**src/rtl/checker_pkg.sv**
```systemverilog
// Shared types and character constants for the checker stream arbiter.
package checker_pkg;

    typedef logic [7:0] char_t;

    typedef enum logic [1:0] {
        ST_IDLE     = 2'd0,
        ST_STREAM   = 2'd1,
        ST_WAIT_RES = 2'd2,
        ST_REPORT   = 2'd3
    } state_t;

    localparam char_t CH_SOR        = 8'h5E;  // '^' start of record
    localparam char_t CH_EOR        = 8'h23;  // '#' end of record
    localparam char_t FILL_CHAR_DEF = 8'h20;  // space: idle/abort filler

endpackage

```
**src/rtl/checker_stream_arbiter_if.sv**
```systemverilog
// Requester-side bundle: two head-char streams in, per-requester result pulses out.
interface checker_stream_arbiter_if;
    logic [1:0]  req_valid;
    logic [15:0] req_char;
    logic [1:0]  req_ready;
    logic [1:0]  rsp_valid;
    logic [1:0]  rsp_format;
    logic [3:0]  rsp_error;

    // Requesters drive chars and receive ready/results.
    modport master (
        output req_valid, req_char,
        input  req_ready, rsp_valid, rsp_format, rsp_error
    );

    // The arbiter consumes chars and returns ready/results.
    modport slave (
        input  req_valid, req_char,
        output req_ready, rsp_valid, rsp_format, rsp_error
    );
endinterface

```
**src/rtl/rr_arbiter2.sv**
```systemverilog
// Two-way round-robin pick; the pointer toggles only when update_i is strobed.
module rr_arbiter2 (
    input  logic       clk,
    input  logic       reset,
    input  logic [1:0] req_i,
    input  logic       update_i,
    output logic [1:0] gnt_o
);
    logic ptr_q;
    logic other;

    assign other = ~ptr_q;

    // Pointer register: favours requester 0 after reset.
    always_ff @(posedge clk) begin
        if (reset) begin
            ptr_q <= 1'b0;
        end else if (update_i) begin
            ptr_q <= ~ptr_q;
        end
    end

    // Favoured requester first, otherwise the other one.
    always_comb begin
        gnt_o = 2'b00;
        if (req_i[ptr_q]) begin
            gnt_o[ptr_q] = 1'b1;
        end else if (req_i[other]) begin
            gnt_o[other] = 1'b1;
        end
    end
endmodule

```
**src/rtl/checker_stream_arbiter.sv**
```systemverilog
// Shares one cpu_checker between two char-stream requesters, granting whole
// records round-robin and routing each checker result back to its sender.
module checker_stream_arbiter
    import checker_pkg::*;
#(
    parameter char_t FILL_CHAR  = FILL_CHAR_DEF,
    parameter int    MAX_LEN    = 64,
    parameter int    RESULT_LAT = 1
) (
    input  logic                     clk,
    input  logic                     reset,
    checker_stream_arbiter_if.slave  req_if,
    output char_t                    chk_char,
    input  logic [1:0]               chk_format_type,
    input  logic [3:0]               chk_error_code,
    output logic [1:0]               grant,
    output logic [7:0]               abort_cnt
);
    localparam int LEN_W = $clog2(MAX_LEN + 1);
    localparam int LAT_W = $clog2(RESULT_LAT + 2);

    state_t           state_q;
    char_t            chk_char_q;
    logic [1:0]       grant_q;
    logic [1:0]       rsp_valid_q;
    logic [1:0]       rsp_format_q;
    logic [3:0]       rsp_error_q;
    logic [7:0]       abort_cnt_q;
    logic [LEN_W-1:0] len_q;
    logic [LAT_W-1:0] lat_cnt_q;

    char_t      head [2];
    logic [1:0] sor_req;
    logic [1:0] pick;
    logic [1:0] ready;
    logic       win_idx;
    logic       g_idx;
    logic       g_valid;
    char_t      g_char;
    logic       abort;
    logic       ptr_update;

    // Per-requester head char and start-of-record contention.
    for (genvar gi = 0; gi < 2; gi++) begin : g_head
        assign head[gi]    = req_if.req_char[8*gi +: 8];
        assign sor_req[gi] = req_if.req_valid[gi] && (head[gi] == CH_SOR);
    end

    assign win_idx = pick[1];
    assign g_idx   = grant_q[1];
    assign g_valid = req_if.req_valid[g_idx];
    assign g_char  = head[g_idx];

    // A record dies on a gap in the stream or on overlength without '#'.
    assign abort = (state_q == ST_STREAM) &&
                   (!g_valid || ((len_q == LEN_W'(MAX_LEN)) && (g_char != CH_EOR)));

    // Fairness advances only when a record finishes (reported) or aborts.
    assign ptr_update = abort || (state_q == ST_REPORT);

    rr_arbiter2 u_rr (
        .clk      (clk),
        .reset    (reset),
        .req_i    (sor_req),
        .update_i (ptr_update),
        .gnt_o    (pick)
    );

    // Ready: discard non-'^' garbage in IDLE, stream only from the owner.
    always_comb begin
        ready = 2'b00;
        case (state_q)
            ST_IDLE:   ready = (req_if.req_valid & ~sor_req) | pick;
            ST_STREAM: ready = req_if.req_valid & grant_q;
            default:   ready = 2'b00;
        endcase
    end

    // Record FSM with registered checker char, grant, counters and result capture.
    always_ff @(posedge clk) begin
        if (reset) begin
            state_q      <= ST_IDLE;
            chk_char_q   <= FILL_CHAR;
            grant_q      <= 2'b00;
            rsp_valid_q  <= 2'b00;
            rsp_format_q <= 2'b00;
            rsp_error_q  <= 4'h0;
            abort_cnt_q  <= 8'h00;
            len_q        <= '0;
            lat_cnt_q    <= '0;
        end else begin
            case (state_q)
                ST_IDLE: begin
                    chk_char_q  <= FILL_CHAR;
                    rsp_valid_q <= 2'b00;
                    if (|pick) begin
                        chk_char_q <= head[win_idx];
                        grant_q    <= pick;
                        len_q      <= LEN_W'(1);
                        state_q    <= ST_STREAM;
                    end
                end
                ST_STREAM: begin
                    if (abort) begin
                        chk_char_q <= FILL_CHAR;
                        grant_q    <= 2'b00;
                        state_q    <= ST_IDLE;
                        if (abort_cnt_q != 8'hFF) begin
                            abort_cnt_q <= abort_cnt_q + 8'h01;
                        end
                    end else begin
                        chk_char_q <= g_char;
                        len_q      <= len_q + LEN_W'(1);
                        if (g_char == CH_EOR) begin
                            lat_cnt_q <= '0;
                            state_q   <= ST_WAIT_RES;
                        end
                    end
                end
                ST_WAIT_RES: begin
                    chk_char_q <= FILL_CHAR;
                    if (lat_cnt_q == LAT_W'(RESULT_LAT)) begin
                        rsp_format_q <= chk_format_type;
                        rsp_error_q  <= chk_error_code;
                        rsp_valid_q  <= grant_q;
                        state_q      <= ST_REPORT;
                    end else begin
                        lat_cnt_q <= lat_cnt_q + LAT_W'(1);
                    end
                end
                default: begin  // ST_REPORT: result pulse is on the outputs now
                    chk_char_q  <= FILL_CHAR;
                    rsp_valid_q <= 2'b00;
                    grant_q     <= 2'b00;
                    state_q     <= ST_IDLE;
                end
            endcase
        end
    end

    assign req_if.req_ready  = ready;
    assign req_if.rsp_valid  = rsp_valid_q;
    assign req_if.rsp_format = rsp_format_q;
    assign req_if.rsp_error  = rsp_error_q;
    assign chk_char          = chk_char_q;
    assign grant             = grant_q;
    assign abort_cnt         = abort_cnt_q;
endmodule

```
**src/flat_wrapper.sv**
```systemverilog
// flat-port wrapper written by rule: the top's interface ports become plain ports
module checker_stream_arbiter_flat import checker_pkg::*;
#(
    parameter char_t FILL_CHAR  = FILL_CHAR_DEF,
    parameter int    MAX_LEN    = 64,
    parameter int    RESULT_LAT = 1
)
  (clk, reset, chk_char, chk_format_type, chk_error_code, grant, abort_cnt, req_if_req_valid, req_if_req_char, req_if_req_ready, req_if_rsp_valid, req_if_rsp_format, req_if_rsp_error);
  checker_stream_arbiter_if req_if_i ();
  input  logic clk;
  input  logic reset;
  output char_t chk_char;
  input  logic [1:0] chk_format_type;
  input  logic [3:0] chk_error_code;
  output logic [1:0] grant;
  output logic [7:0] abort_cnt;
  input wire logic [$bits(req_if_i.req_valid)-1:0] req_if_req_valid;
  input wire logic [$bits(req_if_i.req_char)-1:0] req_if_req_char;
  output wire logic [$bits(req_if_i.req_ready)-1:0] req_if_req_ready;
  output wire logic [$bits(req_if_i.rsp_valid)-1:0] req_if_rsp_valid;
  output wire logic [$bits(req_if_i.rsp_format)-1:0] req_if_rsp_format;
  output wire logic [$bits(req_if_i.rsp_error)-1:0] req_if_rsp_error;
  assign req_if_i.req_valid = req_if_req_valid;
  assign req_if_i.req_char = req_if_req_char;
  assign req_if_req_ready = req_if_i.req_ready;
  assign req_if_rsp_valid = req_if_i.rsp_valid;
  assign req_if_rsp_format = req_if_i.rsp_format;
  assign req_if_rsp_error = req_if_i.rsp_error;
  checker_stream_arbiter #(.FILL_CHAR(FILL_CHAR), .MAX_LEN(MAX_LEN), .RESULT_LAT(RESULT_LAT)) u_core (.clk(clk), .reset(reset), .req_if(req_if_i), .chk_char(chk_char), .chk_format_type(chk_format_type), .chk_error_code(chk_error_code), .grant(grant), .abort_cnt(abort_cnt));
endmodule
```
**config.mk**
```make
export PLATFORM = sky130hd
export DESIGN_NAME = checker_stream_arbiter_flat
export DESIGN_NICKNAME = d
export VERILOG_FILES = /design/src/rtl/checker_pkg.sv /design/src/rtl/checker_stream_arbiter_if.sv /design/src/rtl/rr_arbiter2.sv /design/src/rtl/checker_stream_arbiter.sv /design/src/flat_wrapper.sv
export SDC_FILE = /design/constraint.sdc
export NUM_CORES = 1
export LEC_CHECK = 0
export ABC_AREA = 1
export CAP_MARGIN = 20
export CORE_MARGIN = 2
export CORE_UTILIZATION = 26
export CTS_BUF_LIST = sky130_fd_sc_hd__clkbuf_16
export DETAILED_ROUTE_END_ITERATION = 8
export GPL_TIMING_DRIVEN = 0
export SYNTH_ARGS = -nofsm -noshare
export SYNTH_HDL_FRONTEND = slang
export SYNTH_SLANG_ARGS = --single-unit
```
**constraint.sdc**
```tcl
create_clock -name clk -period 4.5 [get_ports clk]
set_input_delay 1.35 -clock clk [delete_from_list [all_inputs] [get_ports clk]]
set_output_delay 1.35 -clock clk [all_outputs]
set_load 0.02 [all_outputs]
```
Word-level counts from Yosys, hierarchy flattened. Index checks and enable logic that the tools add are counted.

Bits in registers: 38. Bits of input ports: 26. Output and inout bits: 28. Logic and storage cells: 105.

Add/subtract/negate cells: 3. $lt $le $gt $ge: 7. Eq/ne operators: 17. Mux-type cells: 39. Bitwise logic cells: 9. Reductions and logical operators: 20.

Operators by type and width (count): $mux 8 (8); $mux 2 (12); $eq 8x7->1 const B (2); $pmux 8 s2 (1); $mux 7 (2); $pmux 7 s2 (1); $pmux 2 s2 (3); $pmux 2 s3 (2); $reduce_and 3->1 (4); $add 8x1->8 const B (1); $eq 8x6->1 const B (1); $mux 1 (8); $ne 8x6->1 const B (1); $ne 8x8->1 const B (1); $add 7x1->7 const B (1); $eq 7x7->1 const B (1); $logic_and 1x1->1 (6); $lt 1x2->1 const B (3); $ne 2x1->1 const B (3); $ne 2x2->1 const B (3); $and 2x2->2 (2); $eq 2x1->1 const B (2); $eq 2x2->1 const B (2); $ge 2x2->1 const B (2); other kinds (15) (23).

Depth between registers and ports, before layout. Gate-level depths: netlist of run 1.

Word-level depth: 13. Depth in mapped cells: 12. Mapped depth without buffers: 12.

Modules after synthesis. From an unflattened synthesis of run 1, not the netlist that was laid out.

Cells, all modules: 320. Area, all modules: 2127.0 µm².

By module, submodules not included: checker_stream_arbiter (instances 1, cells an instance 311, area each 2069.5 µm², seq. area each 740.7 µm²); rr_arbiter2 (instances 1, cells an instance 9, area each 57.6 µm², seq. area each 20.0 µm²).

Least setup slack after synthesis of run 1. OpenSTA, ideal clock, no wires.

Path kind: in2out. Start point: in req_if_req_char[15]. End point: out req_if_req_ready[1]. Arrival time: 2115 ps. Data required time: 3150 ps. Path slack: 1035 ps. Stages: 9. Cells stage by stage: inv_1 > nand2_1 > nor2_1 > nand3_1 > inv_1 > nand2_1 > nand2_1 > nand2_1 > o211ai_1.

Cells in the longest elaborated chain, start to end: 8. Elaborated cells between the ends (all ways): 12.

RTL lines: start: declaration (RTL line flat_wrapper.sv:18) `input wire logic [$bits(req_if_i.req_char)-1:0] req_if_req_char;`; $eq 8x7->1 * (RTL line checker_stream_arbiter.sv:46) `assign sor_req[gi] = req_if.req_valid[gi] && (head[gi] == CH_SOR);`; $logic_and 1x1->1 * (RTL line checker_stream_arbiter.sv:46); $mux 1 (not written as such) (2 in series) (RTL line rr_arbiter2.sv:28) `end else if (req_i[other]) begin`; $mux 2 (RTL line rr_arbiter2.sv:28); $mux 2 (RTL line rr_arbiter2.sv:26) `if (req_i[ptr_q]) begin`; $or 2x2->2 * (RTL line checker_stream_arbiter.sv:73) `ST_IDLE: ready = (req_if.req_valid & ~sor_req) | pick;`; $pmux 2 s2 * (RTL line checker_stream_arbiter.sv:72) `case (state_q)`; end: declaration (RTL line flat_wrapper.sv:19) `output wire logic [$bits(req_if_i.req_ready)-1:0] req_if_req_ready;`.

Mark *: on every way between the ends. The rest lies on a longest branch, timed or not. The select of a mux whose other input is x is not followed.

Worst setup path after layout of run 1.
Start point: in req_if_req_char[11]. End point: out req_if_req_ready[1].

The elaborated chain is that of the path after synthesis.

==> impl_metrics.py, run 1 <==
metrics = {
    "run_status": {
        "status": "finished, final reports clean",
    },
    "timing": {
        "hold_ws_ns": 0.463,
        "min_period_ns": 4.30,
        "worst_clock_skew_ns": 0.00554,
        "rsz0062_at_grt": "no",
        "clock.fmax_mhz": 233,
        "finalCritPeriodShare_pct": 95.5,
        "finalMaxSlewViolations": 0,
        "timing.slew.headroom_pct": 64.8,
        "setup_viol": 0,
        "tightest_slew_ns": 0.527,
        "finalHoldViolations": 0,
        "fin_setup_tns_ns": 0,
    },
    "cells_and_area": {
        "antenna_cells_inserted": 0,
        "instances_no_fill": 468,
        "seq_area_um2": 761,
        "nFillCells": 782,
        "fin_util_pct": 37.2,
        "syn2layout_area_growth_pct": 40.7,
        "multi_input_comb_area_um2": 1110,
        "drive_above_1_share_pct": 4.64,
        "finalNetCount": 395,
        "design_area_um2": 2850,
    },
    "yosys": {
        "synthArstFlopShare_pct": 0,
        "syn_area_per_cell_um2": 6.63,
        "syn_nets": 335,
        "ys_ff_latch": 38,
        "synth.top_cell.area_share_pct": 37.6,
        "synth_enable_flop_cells": 0,
        "yosysTopAreaCell": "dfxtp_1",
        "syn_inst": 305,
        "synthDistinctLibCells": 24,
        "ys_top_cells_by_count": "nand2_1 (83), nor2_1 (44), dfxtp_1 (38)",
        "ys_top_cells_by_area": "dfxtp_1 (38%), nand2_1 (15%), nor2_1 (8.2%), nand3_1 (6.2%), a21oi_1 (5.9%)",
        "ys_seq_area_share_pct": 37.6,
        "syn_area_um2": 2020,
        "synth.most_common_cell": "nand2_1",
        "ys.flop_type": "dfxtp_1",
        "ys_warn_count": 0,
    },
    "clock_network": {
        "post-cts-setup-buffers": 0,
        "cts_sinks": 38,
        "ctsLongestPathBuffers": 2,
        "post_cts_resized": 3,
        "cts_buffers": 5,
        "cts_tree": "built",
        "clk_pin_slew_ns": 0.06,
        "cts_root_buf": "clkbuf_16",
        "ctsHoldBuffers": 0,
        "htree_levels": 2,
        "clock_latency_ns": 0.28,
    },
    "min_path": {
        "hold_start": "u_core.lat_cnt_q[1]$_SDFFE_PP0P_",
        "hold_class": "flop to flop",
        "holdPathStages": 2,
        "hold_end": "u_core.lat_cnt_q[1]$_SDFFE_PP0P_",
    },
    "setup_path": {
        "crit_fanout": 3,
        "rr_worst_depth": 10,
        "required_ns": 3.15,
        "crit_path_start_kind": "primary input",
        "timing.rr.start": "u_core.grant[1]$_SDFFE_PP0P_",
        "crit_arrival_ns": 2.95,
        "critPathKind": "primary input to output pin",
        "reg2reg_to": "u_core.lat_cnt_q[0]$_SDFFE_PP0P_",
        "r2r_slack_ns": 2.54,
        "end_kind": "output pin",
    },
    "floorplan": {
        "pin_count": 54,
        "initial_utilization_pct": 26.5,
        "die_h_um": 92.2,
        "dieWidth_um": 92.2,
        "core_area_um2": 7650,
        "die_area_um2": 8500,
        "rows": 32,
    },
    "grt": {
        "antenna_found_initial": 0,
        "grt_overflow": 0,
        "grt_max_degree": 12,
        "first_global_vias": 1995,
        "grt_util_all_layers_pct": 13.3,
        "grt_pass1_wl_mm": 9.25,
    },
    "detailed_routing": {
        "drtPass1Iterations": 4,
        "detail_route.vias_per_cell": 4.54,
        "ant_nets": 0,
        "drtIter0Drc": 167,
        "vias": 2126,
        "wl_mm": 5.45,
        "drc_errors": 0,
        "wl_per_cell_um": 11.6,
    },
    "power": {
        "p_leak_nw": 1.21,
        "vdd_drop_max_mv": 0.193,
        "power_density_nw_per_um2": 402,
    },
    "place": {
        "port-buffer-count": 53,
        "dpl.hpwl_mm": 4.00,
        "gp_congestion": 0.905,
        "placed_area_um2": 2680,
        "placedCellCount": 460,
    },
    "job": {
        "drv_cap": 0,
    },
}
-- placed cells by master (no fill, tap or decap), types with 2 or more instances in the layout --
| master | count |
|---|---|
| xor2_1 | 9 |
| nand2_1 | 83 |
| nand4_1 | 11 |
| clkbuf_1 | 5 |
| nand3_2 | 2 |
| a21oi_1 | 24 |
| dlygate4sd2_1 | 2 |
| ha_1 | 4 |
| clkdlybuf4s50_1 | 51 |
| o21ai_0 | 12 |
| nor3_1 | 3 |
| nand2_2 | 2 |
| nand3_1 | 25 |
| nor2_1 | 44 |
| inv_1 | 34 |
| clkbuf_16 | 5 |
| dfxtp_1 | 38 |
-- sequential cells by signal (all words and copies together) (netlist names) --
signal                    cells
u_core.abort_cnt              8
u_core.chk_char               8
u_core.len_q                  7
u_core.req_if.rsp_error       4
u_core.grant                  2
u_core.lat_cnt_q              2
u_core.req_if.rsp_format      2
u_core.req_if.rsp_valid       2
u_core.state_q                2
u_core.u_rr.ptr_q             1
-- where the power goes --
| group | internal, W | switching (W) | total [W] |
|---|---|---|---|
| Sequential | 0.000369 | 0.0000258 | 0.000395 |
| Clock | 0.000257 | 0.000132 | 0.000390 |
| Combinational | 0.000129 | 0.000232 | 0.000361 |
| Total | 0.000756 | 0.000390 | 0.00115 |
-- per-layer routing --
metal / wire length (um) / vias to the layer above / GRT usage (%)
met2: 2590 / 51 / 22.3
met4: 38 / 0 / 3.23
met5: 0 / - / 0
met3: 254 / 4 / 2.79
li1: - / 1108 / -
met1: 2570 / 963 / 17.6
-- worst max-delay path by stage --
| stage | startpoint | endpoint | slack (ns) | depth (start not counted) |
|---|---|---|---|---|
| after floorplan | req_if_req_char[15] | req_if_req_ready[1] | 1.04 | 9 |
| after global placement | req_if_req_char[4] | req_if_req_ready[0] | -0.17 | 8 |
| after detailed placement | req_if_req_char[4] | req_if_req_ready[0] | -0.19 | 8 |
| after CTS | req_if_req_char[11] | req_if_req_ready[1] | 0.20 | 10 |
| after global routing | req_if_req_char[10] | req_if_req_ready[1] | 0.04 | 10 |
| final | req_if_req_char[11] | req_if_req_ready[1] | 0.20 | 10 |
-- worst max-delay path: stages --
cell,delay [ns]
clkdlybuf4s50_1,0.48
nand2_1,0.05
nor2_1,0.15
nand3_1,0.14
inv_1,0.10
nand2_1,0.07
nand2_1,0.07
nand2_1,0.06
o211ai_1,0.09
dlygate4sd2_1,0.38
-- cell families (layout without fill, tap and decap cells) --
family                     Yosys count  after routing  share of synthesized area (%)
adders and majority gates            4              4                           2.47
AOI/OAI and AO/OA                   40             40                           10.5
DFF                                 38             38                           37.6
and+or+nand+nor                    175            175                           38.0
buffers and inverters               39            100                           7.61
xor gates and xnor gates             9              9                           3.90
-- final cells by class --
cell class                      count  share of cell area (%)
Timing Repair Buffer               53                    18.5
Inverter                           33                    4.35
Clock inverter                      3                    1.32
Multi-Input combinational cell    228                    39.1
Clock buffer                        5                    4.40
Buffer                              6                    1.05
Tap cell                          102                    4.48
Sequential cell                    38                    26.7
-- metrics by stage --
step	power, W	worst slack [ns]
after CTS	0.00115	0.199
after global placement	0.000759	-0.167
after floorplan	0.000631	1.04
after detailed placement	0.000763	-0.187
final	0.00115	0.204
after global routing	0.00121	0.0411
No activity file was read; power rests on OpenSTA's default activity.
==> inputs of run 2 (changes only) <==
Settings changed: CORE_MARGIN 2 to 10, DONT_BUFFER_PORTS set to 1.
==> run 2 against run 1 <==
Register-to-register slack got worse by 0.07 ns. Non-clock buffer count fell by 53. Global-route usage fell by 3.8 points. Total power grew 0.20%. Critical path depth fell by 5. Sequential share of layout area is 5.8 points higher. Combinational power decreased by 22%. Clock skew fell by 0.0031 ns. Wire length increased by 1.3%.
==> impl_metrics.py, run 2 (synthesis gave the netlist of run 1 again) <==
metrics = {
    "run_status": {
        "status": "finished, final reports clean",
    },
    "cells_and_area": {
        "syn2layout_area_growth_pct": 15.6,
        "most-common-layout-cells": "nand2_1 (83), nor2_1 (44), dfxtp_1 (38)",
        "multi_input_comb_area_um2": 1110,
        "layout_commonest_cell": "nand2_1",
        "finalNetCount": 342,
        "seq_area_um2": 761,
        "drive_above_1_share_pct": 5.43,
        "nFillCells": 811,
        "antenna_cells_inserted": 0,
    },
    "floorplan": {
        "die_area_um2": 11700,
        "dieWidth_um": 108,
        "initial_utilization_pct": 26.5,
        "die_h_um": 108,
        "core_area_um2": 7650,
        "rows": 32,
        "pin_count": 54,
    },
    "timing": {
        "tightest_slew_ns": 0.821,
        "min_period_ns": 3.70,
        "rsz0062_at_grt": "no",
        "setup_viol": 0,
        "clock.fmax_mhz": 271,
        "timing.slew.headroom_pct": 44.7,
        "fin_setup_tns_ns": 0,
        "finalHoldViolations": 0,
        "hold_ws_ns": 0.469,
        "worst_clock_skew_ns": 0.00241,
        "finalMaxSlewViolations": 0,
        "finalCritPeriodShare_pct": 82.1,
    },
    "setup_path": {
        "r2r_slack_ns": 2.47,
        "required_ns": 3.15,
        "path_cells": "nor3_1 > nand3b_1 > nor2_1 > nand3_1 > o21ai_0",
        "crit_fanout": 2,
        "cpPeakStageDelay_ns": 0.33,
        "crit_arrival_ns": 2.35,
        "rr_worst_depth": 10,
        "timing.rr.start": "u_core.grant[1]$_SDFFE_PP0P_",
        "crit_path_start_kind": "primary input",
        "slowest_stage": "o21ai_0",
        "end_kind": "output pin",
        "critPathKind": "primary input to output pin",
        "reg2reg_to": "u_core.lat_cnt_q[0]$_SDFFE_PP0P_",
    },
    "detailed_routing": {
        "drc_errors": 0,
        "wl_per_cell_um": 13.3,
        "drtPass1Iterations": 4,
        "drtIter0Drc": 189,
        "ant_nets": 0,
        "wl_mm": 5.52,
        "detail_route.vias_per_cell": 4.71,
        "vias": 1954,
    },
    "power": {
        "p_leak_nw": 1.02,
        "switchingPower_w": 0.000382,
        "share_comb_of_total_power_pct": 24.4,
        "vdd_drop_max_mv": 0.173,
        "internal_power_w": 0.000765,
        "total_power_w": 0.00115,
        "p_seq_share_pct": 36.3,
        "swShare_pct": 33.3,
        "clkPwrFrac_pct": 39.3,
        "power_density_nw_per_um2": 491,
    },
    "clock_network": {
        "clock_latency_ns": 0.28,
        "cts_sinks": 38,
        "post-cts-setup-buffers": 0,
        "cts_tree": "built",
        "post_cts_resized": 0,
        "htree_levels": 2,
        "ctsHoldBuffers": 0,
        "cts_root_buf": "clkbuf_16",
        "ctsLongestPathBuffers": 2,
        "clk_pin_slew_ns": 0.06,
        "cts_buffers": 5,
    },
    "grt": {
        "grt_max_degree": 13,
        "grt_util_all_layers_pct": 9.53,
        "first_global_vias": 1807,
        "antenna_found_initial": 0,
        "grt_pass1_wl_mm": 9.03,
        "grt_overflow": 0,
    },
    "place": {
        "gp_congestion": 0.920,
        "port-buffer-count": 0,
        "dpl.hpwl_mm": 4.32,
    },
    "job": {
        "drv_cap": 0,
    },
    "min_path": {
        "hold_end": "u_core.lat_cnt_q[1]$_SDFFE_PP0P_",
        "holdPathStages": 2,
        "hold_class": "flop to flop",
        "hold_start": "u_core.lat_cnt_q[1]$_SDFFE_PP0P_",
    },
}
## run 2: cell types whose count changed in the layout (fill, tap and decap cells not counted), sizes merged
cell and delta:
clkdlybuf4s50 -51, inv -2, bufinv +1, clkinv +1, dlygate4sd2 -2
## run 2: power groups by stage
stage / Clock (W) / Sequential, W / Combinational [W]
final: 0.000451 / 0.000417 / 0.000280
after global routing: 0.000473 / 0.000422 / 0.000320
after CTS: 0.000461 / 0.000418 / 0.000280
after detailed placement: 0 / 0.000425 / 0.000278
after global placement: 0 / 0.000424 / 0.000274
after floorplan: 0 / 0.000414 / 0.000218
## run 2: worst max-delay path, delay by kind of cell
family	cells	cell delay, ns
AO/OA/AOI/OAI	1	0.33
AND/OR/NAND/NOR	4	0.65
## run 2: per-stage QoR
stage | instances | area [um2] | utilization (%) | worst slack (ns)
2_1_floorplan | 305 | 2020 | - | 1.04
3_3_place_gp | 407 | 2150 | 28.1 | 0.811
3_5_place_dp | 407 | 2150 | 28.1 | 0.790
4_1_cts | 415 | 2340 | 30.6 | 0.796
5_1_grt | 415 | 2340 | 30.6 | 0.680
6_report | 415 | 2340 | 30.6 | 0.804
## run 2: worst max-delay path by stage
stage,startpoint,to,slack [ns],cells past startpoint
finish,req_if_req_char[5],req_if_req_ready[0],0.80,5
global route,req_if_req_char[4],req_if_req_ready[0],0.68,6
CTS,req_if_req_char[5],req_if_req_ready[0],0.80,5
detailed placement,req_if_req_char[5],req_if_req_ready[0],0.79,5
global placement,req_if_req_char[4],req_if_req_ready[0],0.81,5
floorplan,req_if_req_char[15],req_if_req_ready[1],1.04,9
## run 2: final cells by class
type                            count  area share, %
Buffer                              6           1.28
Clock buffer                        5           5.35
Clock inverter                      3           2.73
Inverter                           33           5.29
Multi-Input combinational cell    228           47.4
Sequential cell                    38           32.5
Tap cell                          102           5.45
## run 2: routing by layer
layer,wire length (um),global-route usage [%],up-vias
met5,0,0,-
met4,89,3.15,0
met3,343,3.51,8
met2,2650,15.7,58
met1,2440,11.2,888
li1,-,-,1000
==> patch 1: new RTL, flow settings as in run 2 <==
Reset style: asynchronous (`reset`), changed in 2 clocked blocks.
--- a/src/rtl/rr_arbiter2.sv
+++ b/src/rtl/rr_arbiter2.sv
@@ -13,5 +13,5 @@
 
     // Pointer register: favours requester 0 after reset.
-    always_ff @(posedge clk) begin
+    always_ff @(posedge clk or posedge reset) begin
         if (reset) begin
             ptr_q <= 1'b0;
--- a/src/rtl/checker_stream_arbiter.sv
+++ b/src/rtl/checker_stream_arbiter.sv
@@ -78,5 +78,5 @@
 
     // Record FSM with registered checker char, grant, counters and result capture.
-    always_ff @(posedge clk) begin
+    always_ff @(posedge clk or posedge reset) begin
         if (reset) begin
             state_q      <= ST_IDLE;
Formal check against the unedited RTL: differs if reset is asserted again (counterexample within 4 cycles, from zero or initial values and one cycle with reset high); with reset held inactive, the same outputs for 10 cycles.
==> patch 1 against run 2 <==
- total power up 12%
- setup slack worse by 0.079 ns
- critical path depth up 1
- routed wire length down 6.0%
- register-to-register slack better by 0.14 ns
- area after synthesis up 7.8%
- design area up 4.9%
- first-iteration DRC count down 55%
- sequential cell count unchanged
- synthesized cell count down 9.8%
- worst hold slack better by 0.021 ns
==> patch 1: results <==
export IMPL_status="finished, final reports clean"
export IMPL_yosysSeqAreaShare_pct=43.7
export IMPL_routed_wl_met2_um=2430
export IMPL_leakagePower_nw=1.20
export IMPL_grt_max_degree=39
export IMPL_syn_nets=305
export IMPL_met2_usage_pct=13.4
export IMPL_wl_met3_um=389
export IMPL_hold_end="u_core.lat_cnt_q[1]$_DFFE_PP0P_"
export IMPL_place_ws_ns=0.744
export IMPL_hold_slack_ns=0.489
export IMPL_worst_r2r_startpoint="u_core.abort_cnt[0]$_DFFE_PP0P_"
export IMPL_rr_worst_depth=7
export IMPL_hold_start="u_core.lat_cnt_q[1]$_DFFE_PP0P_"
export IMPL_place_area_mm2=0.00231
export IMPL_met3_usage_pct=3.22
export IMPL_dpl_hpwl_um=4130
export IMPL_grt_pass1_wl_um=8580
export IMPL_critical_path_arrival_ns=2.42
export IMPL_cp_max_fo=5
export IMPL_finalNonFillerCells=388
export IMPL_crit_end="req_if_req_ready[1]"
export IMPL_crit_start="req_if_req_char[14]"
export IMPL_power_switching_w=0.000515
export IMPL_clock_latency_ns=0.28
export IMPL_worstMarginPinSlew_ns=0.830
export IMPL_synth_cell_types=30
export IMPL_avgSynthCellArea_um2=7.93
export IMPL_gp_congestion=0.885
export IMPL_async_flop_share_pct=100
export IMPL_synthMuxAreaShare_pct=3.10
export IMPL_ys_flop_type="dfrtp_1"
export IMPL_wl_met1_um=2310
export IMPL_drive_gt1_share_pct=13.4
export IMPL_cp_slowest_cell="nor3_1"
export IMPL_r2r_end="u_core.abort_cnt[2]$_DFFE_PP0P_"
export IMPL_place_inst=380
export IMPL_nNetsFinal=312
export IMPL_timing_final_ws_setup_ns=0.725
export IMPL_rrSetupSlack_ns=2.61
export IMPL_grt_pass1_vias=1697
export IMPL_slowest_delay_ns=0.30
patch 1: cell count changes in the layout (fill, tap and decap cells not counted), sizes merged, moves of 4 or more:
cell,run 2,this run
a21oi,24,1
buf,1,5
clkbuf,10,5
dfrtp,0,37
dfxtp,38,0
inv,33,43
mux2,0,6
nand3,27,20
nand4,11,5
nor2,45,20
nor3,4,9
o21ai,13,20
patch 1: power by group through the flow:
stage	clock (W)	combinational (W)	sequential, W
detailed placement	0	0.000374	0.000596
global placement	0	0.000367	0.000594
finish	0.000339	0.000368	0.000584
CTS	0.000355	0.000374	0.000590
global route	0.000364	0.000425	0.000600
floorplan	0	0.000307	0.000567
patch 1: area by class of cell:
class                           instances  area (µm²)
Inverter                               43         161
Multi-Input combinational cell        189        1010
Tap cell                              105         131
Fill cell                             901        5720
Clock buffer                            5         125
Clock inverter                          3        16.3
Buffer                                  5        52.6
Sequential cell                        38         952
==> patch 2: new RTL, settings of run 2 <==
Without the edit above. `MAX_LEN` is set to 64 in 2 places; all go to 256.
--- a/src/rtl/checker_stream_arbiter.sv
+++ b/src/rtl/checker_stream_arbiter.sv
@@ -5,5 +5,5 @@
 #(
     parameter char_t FILL_CHAR  = FILL_CHAR_DEF,
-    parameter int    MAX_LEN    = 64,
+    parameter int    MAX_LEN    = 256,
     parameter int    RESULT_LAT = 1
 ) (
--- a/src/flat_wrapper.sv
+++ b/src/flat_wrapper.sv
@@ -3,5 +3,5 @@
 #(
     parameter char_t FILL_CHAR  = FILL_CHAR_DEF,
-    parameter int    MAX_LEN    = 64,
+    parameter int    MAX_LEN    = 256,
     parameter int    RESULT_LAT = 1
 )
Check against the original RTL: same outputs for any inputs over 10 cycles, from zero or initial values and one cycle with reset high; that may be too few to reach the edited logic, so the function may still have changed.
==> patch 2 against run 2 <==
- utilization is 0.12 points higher
- worst hold slack worse by 0.0010 ns
- design area rose by 7.3%
- setup slack worse by 0.020 ns
- cell count is 6.5% higher
- routed wire length rose by 6.3%
- first-iteration DRC count shrank 39%
- sequential cell count increased by 2
- sequential share of layout area shrank 0.63 points
- critical path type unchanged
- register-to-register slack better by 0.10 ns
- critical endpoint unchanged
- area after synthesis increased by 7.0%
- synthesized cell count increased by 7.9%
Power is not compared: it rests on default switching activity, and its combinational part moved more than twofold at a synthesized area within 25%.
==> patch 2: results <==
export IMPL_synth_area_top_cells="dfxtp_1 37%, nand2_1 16%, nor2_1 7.1%"
export IMPL_nNetsFinal=366
export IMPL_final_setup_skew_ns=0.00356
export IMPL_met2_usage_pct=14.3
export IMPL_gp_congestion=0.842
export IMPL_grt_pass1_wl_um=9720
export IMPL_grt_max_degree=14
export IMPL_met3_usage_pct=4.38
export IMPL_dpl_hpwl_um=4560
export IMPL_synth_cell_types=29
export IMPL_hold_depth=2
export IMPL_clkTransAtPathRegs_ns=0.06
export IMPL_synthAdderAreaFrac_pct=2.31
export IMPL_yosysSeqAreaShare_pct=37.0
export IMPL_syn_nets=359
export IMPL_crit_family="compound AO/OA/AOI/OAI gates"
export IMPL_rrSetupSlack_ns=2.57
export IMPL_drive_gt1_share_pct=7.72
export IMPL_slowest_delay_ns=0.69
export IMPL_cp_max_fo=2
export IMPL_synth_xor_area_share_pct=4.05
export IMPL_status="finished, final reports clean"
export IMPL_async_flop_share_pct=0
export IMPL_synth_compound_gate_area_share_pct=11.1
export IMPL_worstMarginPinSlew_ns=0.861
export IMPL_peakVddDrop_uv=156
export IMPL_vias=2048
export IMPL_grt_util_met1_pct=11.1
export IMPL_critical_path_arrival_ns=2.37
export IMPL_fillers=892
export IMPL_grt_use_total_pct=9.35
export IMPL_wl_per_cell_um=13.3
export IMPL_ys_top_cells_by_count="93 x nand2_1, 41 x nor2_1, 40 x dfxtp_1, 36 x inv_1, 30 x a21oi_1"
export IMPL_drt_iter0_drc=116
==> patch 2: changes by cell type in the layout (fill, tap and decap cells not counted), moves of 2 or more <==
cell,change
a21oi_1,+6
inv_2,+3
o21ai_0,-2
xnor2_1,+3
inv_1,+4
nand4_1,-6
nor3_1,+2
xor2_1,-2
dfxtp_1,+2
nand3_1,+2
o21ai_1,+2
nand3_2,-2
nor2_1,-3
nand2_1,+10
==> patch 2: where the power goes <==
group | internal [W] | switching [W] | total [W]
clock | 0.000374 | 0.000146 | 0.000520
combinational | 0.0000343 | 0.0000803 | 0.000115
sequential | 0.000366 | 0.0000159 | 0.000382
==> patch 2: stage by stage <==
| step | hold slack (ns) | std cells | worst slack [ns] | area (µm²) | power, W |
|---|---|---|---|---|---|
| global route | 0.487 | 442 | 0.634 | 2510 | 0.00105 |
| global placement | 0.450 | 434 | 0.760 | 2300 | 0.000502 |
| floorplan | 0.434 | 329 | 1.04 | 2160 | 0.000476 |
| CTS | 0.465 | 442 | 0.755 | 2510 | 0.00102 |
| detailed placement | 0.450 | 434 | 0.759 | 2300 | 0.000503 |
| finish | 0.468 | 442 | 0.785 | 2510 | 0.00102 |
==> patch 2: layout make-up <==
cell class,instances,area share (%)
plain buffers,7,1.54
clock buffers,5,4.98
clock inverters,3,3.59
inverters,40,5.98
multi-input cells,242,46.8
flip-flops and latches,40,31.9
well taps,105,5.23
==> patch 2: layer usage <==
metal | vias to the layer above | part of all wire, %
met1 | 913 | 46
met3 | 8 | 9.1
met5 | - | 0
met4 | 0 | 1.7
met2 | 63 | 43
li1 | 1064 | -
